### src/rtl/boot_pkg.sv
// Shared types and constants for the instruction-memory boot loader.
package boot_pkg;

    typedef enum logic [2:0] {
        IDLE,
        HDR0,
        HDR1,
        DATA,
        WRITE,
        CHK,
        DONE,
        ERROR
    } boot_state_e;

    localparam logic [7:0] SYNC_BYTE_DEFAULT = 8'hA5;

    // First received byte of a word lands in bits [7:0].
    localparam bit BYTE_ORDER_LE = 1'b1;

endpackage

### src/rtl/byte_to_word_packer.sv
// Assembles four consecutive bytes into a 32-bit word; word_valid_o pulses with the 4th byte.
module byte_to_word_packer
    import boot_pkg::*;
(
    input  logic        clk_i,
    input  logic        rst_ni,
    input  logic        clear_i,
    input  logic        valid_i,
    input  logic [7:0]  byte_i,
    output logic [31:0] word_o,
    output logic        word_valid_o
);

    logic [1:0]  idx_q, idx_d;
    logic [31:0] word_q, word_d;
    logic [1:0]  slot;

    assign slot = BYTE_ORDER_LE ? idx_q : ~idx_q;

    always_comb begin
        idx_d  = idx_q;
        word_d = word_q;
        if (clear_i) begin
            idx_d = '0;
        end else if (valid_i) begin
            word_d[{slot, 3'b000} +: 8] = byte_i;
            idx_d = idx_q + 2'd1;
        end
    end

    always_ff @(posedge clk_i or negedge rst_ni) begin
        if (!rst_ni) begin
            idx_q  <= '0;
            word_q <= '0;
        end else begin
            idx_q  <= idx_d;
            word_q <= word_d;
        end
    end

    assign word_o       = word_q;
    assign word_valid_o = valid_i && !clear_i && (idx_q == 2'd3);

endmodule

### src/rtl/imem_boot_loader.sv
// Fills instruction memory from a byte stream and holds the core in reset until the image is loaded.
// Define IMEM_BOOT_LOADER_CHKSUM_EN to require a trailing XOR checksum byte after the data.
module imem_boot_loader
    import boot_pkg::*;
#(
    parameter int unsigned ADDR_W    = 10,
    parameter logic [7:0]  SYNC_BYTE = SYNC_BYTE_DEFAULT
) (
    input  logic              CLK,
    input  logic              RESETn,
    input  logic [7:0]        rx_data,
    input  logic              rx_valid,
    output logic              rx_ready,
    input  logic              load_req,
    output logic              imem_we,
    output logic [ADDR_W-1:0] imem_addr,
    output logic [31:0]       imem_wdata,
    output logic              cpu_RESETn,
    output logic              busy,
    output logic              error
);

    localparam int unsigned DEPTH    = 1 << ADDR_W;
    localparam logic [16:0] DEPTH_17 = 17'(DEPTH);

    boot_state_e       state_q, state_d;
    logic [15:0]       cnt_q, cnt_d;
    logic [15:0]       wcnt_q, wcnt_d;
    logic [15:0]       wcnt_inc;
    logic [15:0]       hdr_cnt;
    logic [ADDR_W-1:0] addr_q, addr_d;
    logic              error_q, error_d;
    logic              cpu_rst_n_q, cpu_rst_n_d;
    logic              accept;
    logic              pack_clear, pack_valid;
    logic [31:0]       pack_word;
    logic              word_valid;
`ifdef IMEM_BOOT_LOADER_CHKSUM_EN
    logic [7:0]        chk_q, chk_d;
`endif

    assign rx_ready = (state_q == IDLE) || (state_q == HDR0) || (state_q == HDR1)
                   || (state_q == DATA) || (state_q == CHK);
    assign accept   = rx_valid && rx_ready;
    assign busy     = (state_q == HDR0) || (state_q == HDR1)
                   || (state_q == DATA) || (state_q == WRITE);
    assign imem_we  = (state_q == WRITE);
    assign wcnt_inc = wcnt_q + 16'd1;
    assign hdr_cnt  = {rx_data, cnt_q[7:0]};

    byte_to_word_packer u_packer (
        .clk_i        (CLK),
        .rst_ni       (RESETn),
        .clear_i      (pack_clear),
        .valid_i      (pack_valid),
        .byte_i       (rx_data),
        .word_o       (pack_word),
        .word_valid_o (word_valid)
    );

    always_comb begin
        state_d     = state_q;
        cnt_d       = cnt_q;
        wcnt_d      = wcnt_q;
        addr_d      = addr_q;
        error_d     = error_q;
        pack_clear  = 1'b0;
        pack_valid  = 1'b0;
`ifdef IMEM_BOOT_LOADER_CHKSUM_EN
        chk_d       = chk_q;
`endif
        // Registered so the core leaves reset one cycle after DONE is entered.
        cpu_rst_n_d = (state_q == DONE) && !load_req;

        case (state_q)
            IDLE: begin
                pack_clear = 1'b1;
                if (accept && rx_data == SYNC_BYTE) state_d = HDR0;
            end
            HDR0: begin
                pack_clear = 1'b1;
                if (accept) begin
                    cnt_d[7:0] = rx_data;
                    state_d    = HDR1;
                end
            end
            HDR1: begin
                pack_clear = 1'b1;
                if (accept) begin
                    cnt_d = hdr_cnt;
                    if (hdr_cnt == 16'd0) begin
`ifdef IMEM_BOOT_LOADER_CHKSUM_EN
                        chk_d   = '0;
                        state_d = CHK;
`else
                        state_d = DONE;
`endif
                    end else if ({1'b0, hdr_cnt} > DEPTH_17) begin
                        error_d = 1'b1;
                        state_d = ERROR;
                    end else begin
                        wcnt_d  = '0;
                        addr_d  = '0;
`ifdef IMEM_BOOT_LOADER_CHKSUM_EN
                        chk_d   = '0;
`endif
                        state_d = DATA;
                    end
                end
            end
            DATA: begin
                pack_valid = accept;
`ifdef IMEM_BOOT_LOADER_CHKSUM_EN
                if (accept) chk_d = chk_q ^ rx_data;
`endif
                if (word_valid) state_d = WRITE;
            end
            WRITE: begin
                addr_d = addr_q + 1'b1;
                wcnt_d = wcnt_inc;
                if (wcnt_inc == cnt_q) begin
`ifdef IMEM_BOOT_LOADER_CHKSUM_EN
                    state_d = CHK;
`else
                    state_d = DONE;
`endif
                end else begin
                    state_d = DATA;
                end
            end
`ifdef IMEM_BOOT_LOADER_CHKSUM_EN
            CHK: begin
                if (accept) begin
                    if (rx_data == chk_q) begin
                        state_d = DONE;
                    end else begin
                        error_d = 1'b1;
                        state_d = ERROR;
                    end
                end
            end
`endif
            DONE, ERROR: begin
                if (load_req) begin
                    error_d = 1'b0;
                    state_d = IDLE;
                end
            end
            default: state_d = IDLE;
        endcase
    end

    always_ff @(posedge CLK or negedge RESETn) begin
        if (!RESETn) begin
            state_q     <= IDLE;
            cnt_q       <= '0;
            wcnt_q      <= '0;
            addr_q      <= '0;
            error_q     <= 1'b0;
            cpu_rst_n_q <= 1'b0;
`ifdef IMEM_BOOT_LOADER_CHKSUM_EN
            chk_q       <= '0;
`endif
        end else begin
            state_q     <= state_d;
            cnt_q       <= cnt_d;
            wcnt_q      <= wcnt_d;
            addr_q      <= addr_d;
            error_q     <= error_d;
            cpu_rst_n_q <= cpu_rst_n_d;
`ifdef IMEM_BOOT_LOADER_CHKSUM_EN
            chk_q       <= chk_d;
`endif
        end
    end

    assign imem_addr  = addr_q;
    assign imem_wdata = pack_word;
    assign cpu_RESETn = cpu_rst_n_q;
    assign error      = error_q;

endmodule
### config.mk
export PLATFORM = sky130hd
export DESIGN_NAME = imem_boot_loader
export DESIGN_NICKNAME = d
export VERILOG_FILES = /design/src/rtl/boot_pkg.sv /design/src/rtl/byte_to_word_packer.sv /design/src/rtl/imem_boot_loader.sv
export SDC_FILE = /design/constraint.sdc
export NUM_CORES = 1
export LEC_CHECK = 0
export BUFFER_PORTS_ARGS = -buffer_cell sky130_fd_sc_hd__buf_4
export CAP_MARGIN = 20
export CORE_ASPECT_RATIO = 0.7
export CORE_UTILIZATION = 55
export CTS_CLUSTER_SIZE = 28
export DETAILED_ROUTE_END_ITERATION = 7
export PLACE_DENSITY = 0.77
export RECOVER_POWER = 25
export SLEW_MARGIN = 30
export SYNTH_ARGS = -nofsm -noshare
export SYNTH_HDL_FRONTEND = slang
export SYNTH_SLANG_ARGS = --single-unit
### constraint.sdc
create_clock -name CLK -period 2.9 [get_ports CLK]
set_clock_uncertainty 0.05 [all_clocks]
set_input_delay 0.29 -clock CLK [delete_from_list [all_inputs] [get_ports CLK]]
set_output_delay 0.29 -clock CLK [all_outputs]
set_load 0.05 [all_outputs]
# ---- Word-level counts from Yosys, hierarchy flattened
# Index checks and enable logic that the tools add are counted.
dict set report word_totals {
  ramBits 0
  latchBits 0
  elab_cells 92
  mem_bits_ro 0
  in_bits 12
  out_inout_bits 47
  register_bits 81
  mem_count 0
}
dict set report op_classes {
  n_addsub 4
  div 0
  magnitude_cmp 1
  mux 29
  bitwise 2
  eq_ne 18
  shift 2
  n_mul 0
  n_reduce_logical 27
}
# cell count
set ops {}
lappend ops {{$mux 16} 3}
lappend ops {{$bwmux 32} 1}
lappend ops {{$pmux 16 s2} 1}
lappend ops {{$shift 8x7->32 const A} 1}
lappend ops {{$shiftx 8x7->32} 1}
lappend ops {{$mux 10} 3}
lappend ops {{$mux 3} 8}
lappend ops {{$pmux 10 s2} 1}
lappend ops {{$pmux 3 s6} 1}
lappend ops {{$add 16x1->16 const B} 1}
lappend ops {{$eq 16x16->1} 1}
lappend ops {{$gt 16x11->1 const B} 1}
lappend ops {{$logic_not 16->1} 1}
lappend ops {{$pmux 8 s2} 1}
lappend ops {{$eq 3x3->1 const B} 4}
lappend ops {{$add 10x1->10 const B} 1}
lappend ops {{$ne 2x2->1 const B} 5}
lappend ops {{$reduce_and 5->1} 2}
lappend ops {{$eq 8x8->1 const B} 1}
lappend ops {{$mux 8} 1}
lappend ops {{$logic_or 1x1->1} 7}
lappend ops {{$neg 5->7} 1}
lappend ops {{$eq 3x2->1 const B} 2}
lappend ops {{$mux 1} 6}
lappend ops {{other kinds (16)} 28}

# ---- Logic depth before layout (Yosys ltp)
dict set report logic_depth {
  depth_word 11
  mapped_depth 9
  depth_no_buf 8
}

# ---- Cells and area by module
# A second synthesis with hierarchy kept.
dict set report hier_totals {
  hier_cells 464
  hier_area_um2 4490.6
}
# mod seq_area_each_um2 n_inst cells_each area_each_um2
set modules_own_cells {}
lappend modules_own_cells {imem_boot_loader 1176.1 1 308 2765.2}
lappend modules_own_cells {byte_to_word_packer 850.8 1 156 1725.4}

# ---- Worst setup path before layout
# No wires, ideal clock.
dict set report synth_path {
  path_type {register -> register}
  startpoint {reg wcnt_q[0]}
  endpoint {reg state_q[0]}
  required_time_ps 2726
  arrival_ps 2087
  synth_period_minus_slack_ps 2261
  stages_incl_launch_ff 8
  path_slack_ps 639
  path_cell_list {dfrtp_1 -> ha_1 -> nand3_1 -> nor2_1 -> xnor2_1 -> o211ai_1 -> or4b_1 -> o31a_1}
}
dict set report synth_between {
  elab_chain_cells 4
}
# element line
set synth_rtl {}
lappend synth_rtl {{start, declared} imem_boot_loader.sv:28} ;# logic [15:0] wcnt_q, wcnt_d;
lappend synth_rtl {{start signal, assigned} imem_boot_loader.sv:167} ;# wcnt_q <= wcnt_d;
lappend synth_rtl {{$add 16x1->16} imem_boot_loader.sv:48} ;# assign wcnt_inc = wcnt_q + 16'd1;
lappend synth_rtl {{$eq 16x16->1} imem_boot_loader.sv:121} ;# if (wcnt_inc == cnt_q) begin
lappend synth_rtl {{$mux 3} imem_boot_loader.sv:121}
lappend synth_rtl {{$pmux 3 s6} imem_boot_loader.sv:75} ;# case (state_q)
lappend synth_rtl {{end signal, assigned} imem_boot_loader.sv:165} ;# state_q <= state_d;
lappend synth_rtl {{end, declared} imem_boot_loader.sv:26} ;# boot_state_e state_q, state_d;
# Every way passes these cells.
# A chain may end at the register's enable or synchronous reset.

# ---- Worst setup path after layout
dict set report layout_path {
  startpoint {reg wcnt_q[3]}
  endpoint {reg state_q[0]}
}
# Same word-level chain as after synthesis.

==> impl_metrics.py <==
metrics = {
    "critical_path": {
        "r2r_slack_ns": 0.26,
        "crit_type": "reg2reg",
        "worstPathRequired_ns": 3.10,
        "crit_end": "state_q[0]$_DFFE_PN0P_",
        "r2r.worst_path.cells": 6,
        "reg2reg_from": "wcnt_q[3]$_DFFE_PN0P_",
        "cp.arrival_ns": 2.84,
        "endpoint_kind": "flop",
        "timing.rr.end": "state_q[0]$_DFFE_PN0P_",
        "worstPathMaxFanout": 9,
        "cp-start-kind": "flop",
        "cp-startpoint": "wcnt_q[3]$_DFFE_PN0P_",
    },
    "grt": {
        "antenna_found_initial": 0,
        "grt_max_degree": 82,
        "gr-usage-met1_pct": 38.9,
        "grt_overflow": 0,
        "grt_use_met3_pct": 5.26,
        "first_global_vias": 3300,
        "grt_pass1_wl_mm": 16.2,
        "met2_usage_pct": 41.9,
        "top_usage_layer": "met2",
        "grt_usage_pct": 26.9,
    },
    "detailed_routing": {
        "totalWireLength_mm": 9.60,
        "drt_iter0_drc": 226,
        "drcViolationCount": 0,
        "viasPerCell": 5.67,
        "firstDrtPassIters": 5,
        "routedWlPerCell_um": 15.8,
        "vias": 3444,
        "ant_nets": 0,
    },
    "sta": {
        "finalCriticalPeriod_ns": 2.64,
        "fmax_mhz": 379,
        "setup_viol": 0,
        "min_period_over_period_pct": 91.0,
        "slew_headroom_pct": -33.1,
        "maxSlewViolCount": 82,
        "hold_viol": 0,
        "rsz0062_at_grt": "no",
        "worstMarginPinSlew_ns": 2.00,
        "final.setup.tns_ns": 0,
    },
    "place": {
        "portBuffers": 58,
        "dp.cells": 590,
        "postPlaceCellArea_um2": 4650,
        "finalWeightedCongestion": 0.829,
        "dp_hpwl_mm": 6.67,
    },
    "cells_and_area": {
        "n_antenna_cell": 0,
        "regArea_um2": 2030,
        "drive_above_1_share_pct": 20.1,
        "post-route-cell-area_um2": 4850,
        "stdcell_count": 607,
        "post-route-util_pct": 69.2,
        "fillCellCount": 576,
        "fin_nets": 527,
        "final_common_cell": "nand2_1",
        "syn2layout_area_growth_pct": 17.6,
        "layout_common_cells": "nand2_1 (95), dfrtp_1 (81), buf_4 (64)",
        "multi_input_area_um2": 1980,
    },
    "worst_hold_path": {
        "holdCritPathClass": "in2reg",
    },
    "clocking": {
        "cts_inserted_buffers": 9,
        "post_cts_buffers": 0,
        "worstSkewPairLatency_ns": 0.36,
        "cts_tree": "built",
        "clock-sinks": 81,
        "cts_buffer_depth": 2,
        "h-tree-depth": 3,
        "clk_pin_slew_ns": 0.09,
        "clk_root_buffer_cell": "clkbuf_8",
    },
    "floorplanning": {
        "dieArea_um2": 7840,
        "start_util_pct": 58.8,
        "die_w_um": 105,
        "ios": 59,
        "num_rows": 25,
        "coreArea_um2": 7010,
        "die_h_um": 74.4,
    },
    "status": {
        "status": "finished with violations",
        "violations": "capacitance limit, slew limit",
    },
    "synth": {
        "syn-num-nets": 468,
        "synth_edf_count": 0,
        "syn_area_per_cell_um2": 9.17,
        "ys.flop_type": "dfrtp_1",
        "syn_inst": 449,
        "yosys.cell_types.count": 46,
        "async_flop_share_pct": 100,
        "yosys_warnings": 0,
        "yosysSeqAreaShare_pct": 49.2,
        "synth_area_um2": 4120,
        "synth_seq_cells": 81,
    },
    "power_and_ir_drop": {
        "p_per_area_nw_per_um2": 1060,
        "vdd_ir_drop_max_mv": 0.624,
        "cellLeakagePower_nw": 2.08,
    },
    "flow_run": {
        "maxCapViolCount": 1,
    },
}
report_power, final:
group	leakage [nW]	internal, W	switching [W]
registers	1.04	0.00151	0.000473
logic	0.948	0.000922	0.00145
clock network	0.0912	0.000326	0.000451
per-layer routing:
layer | wire length, um | vias to the layer above
li1 | - | 1673
met1 | 4780 | 1666
met2 | 4250 | 97
met3 | 494 | 8
met4 | 80 | 0
met5 | 0 | -
state kept, by name (all words and copies together) (netlist names):
register,flops
imem_addr,10
cpu_RESETn,1
wcnt_q,16
error,1
cnt_q,16
u_packer.word_o,32
u_packer.idx_q,2
state_q,3
worst max-delay path, cell delays in order, from the launching register on:
cell and delay [ns]:
dfrtp_1 0.50, nand4_1 0.27, nor4_1 0.57, xnor2_1 0.20
o21ai_0 0.11, or4b_1 0.54, o31a_1 0.30
layout make-up:
type / count / share of cell area, %
clock buffer: 9 / 2.56
clock inverter: 7 / 1.24
inverter: 11 / 0.852
multi-input combinational: 339 / 40.9
sequential: 81 / 41.8
tap: 94 / 2.43
timing repair buffer: 66 / 10.2
repair_timing:
action | CTS | global route
setup endpoints to repair | 0 | 1
hold buffers | 1 | 0
gates resized for setup | 0 | 1
endpoints found under the hold margin | 81 | 0
kinds of logic (layout without fill, tap and decap cells):
family | Yosys count | after routing | share of synthesized area, %
buffers and inverters | 29 | 93 | 2.82
multiplexers | 17 | 17 | 4.62
AND/OR/NAND/NOR | 188 | 188 | 21.3
AO/OA/AOI/OAI | 98 | 98 | 13.5
XOR/XNOR | 29 | 29 | 6.35
adder cells (fa/ha/maj) | 7 | 7 | 2.13
flip-flops | 81 | 81 | 49.2
cells in the mapped netlist, types with 2 or more instances:
cell type  instances  area share (%)
nand2_1           95             8.7
dfrtp_1           81              49
o21ai_0           57             6.9
nor2_1            31             2.8
mux2_2            16             4.4
xnor2_1           15             3.2
xor2_1            13             2.8
a21oi_1           11             1.3
clkbuf_1          11             1.0
nand4_1           11             1.7
nor4_1            10             1.5
inv_1              9            0.82
ha_1               7             2.1
nand2b_1           7             1.1
nand3_1            7            0.85
or3_1              7             1.1
buf_2              6            0.73
o21ai_1            6            0.73
and3_1             5            0.76
nor3_1             5            0.61
a31oi_1            4            0.61
o31ai_1            4            0.73
o211ai_1           3            0.55
o22a_1             3            0.64
a211oi_1           2            0.36
clkinv_1           2            0.18
nor3b_1            2            0.36
stage by stage:
step / setup slack (ns) / hold slack [ns] / total power [W]
2_1_floorplan: 0.639 / -0.0556 / 0.00371
3_3_place_gp: 0.318 / 0.413 / 0.00427
3_5_place_dp: 0.217 / 0.335 / 0.00436
4_1_cts: 0.229 / 0.0285 / 0.00515
5_1_grt: 0.0533 / 0.0423 / 0.00549
6_report: 0.260 / 0.0451 / 0.00513
worst min-delay path by stage:
| stage | startpoint | endpoint | slack, ns | cells past startpoint |
|---|---|---|---|---|
| final | load_req | cpu_RESETn$_DFF_PN0_ | 0.05 | 2 |
| after floorplan | RESETn | cnt_q[0]$_DFFE_PN0P_ | -0.06 | 0 |
| after CTS | load_req | cpu_RESETn$_DFF_PN0_ | 0.03 | 2 |
| after global placement | u_packer.word_o[7]$_DFFE_PN0P_ | u_packer.word_o[7]$_DFFE_PN0P_ | 0.41 | 2 |
| after detailed placement | RESETn | u_packer.word_o[1]$_DFFE_PN0P_ | 0.34 | 1 |
| after global routing | load_req | cpu_RESETn$_DFF_PN0_ | 0.04 | 2 |
No activity file was read; power rests on OpenSTA's default activity.
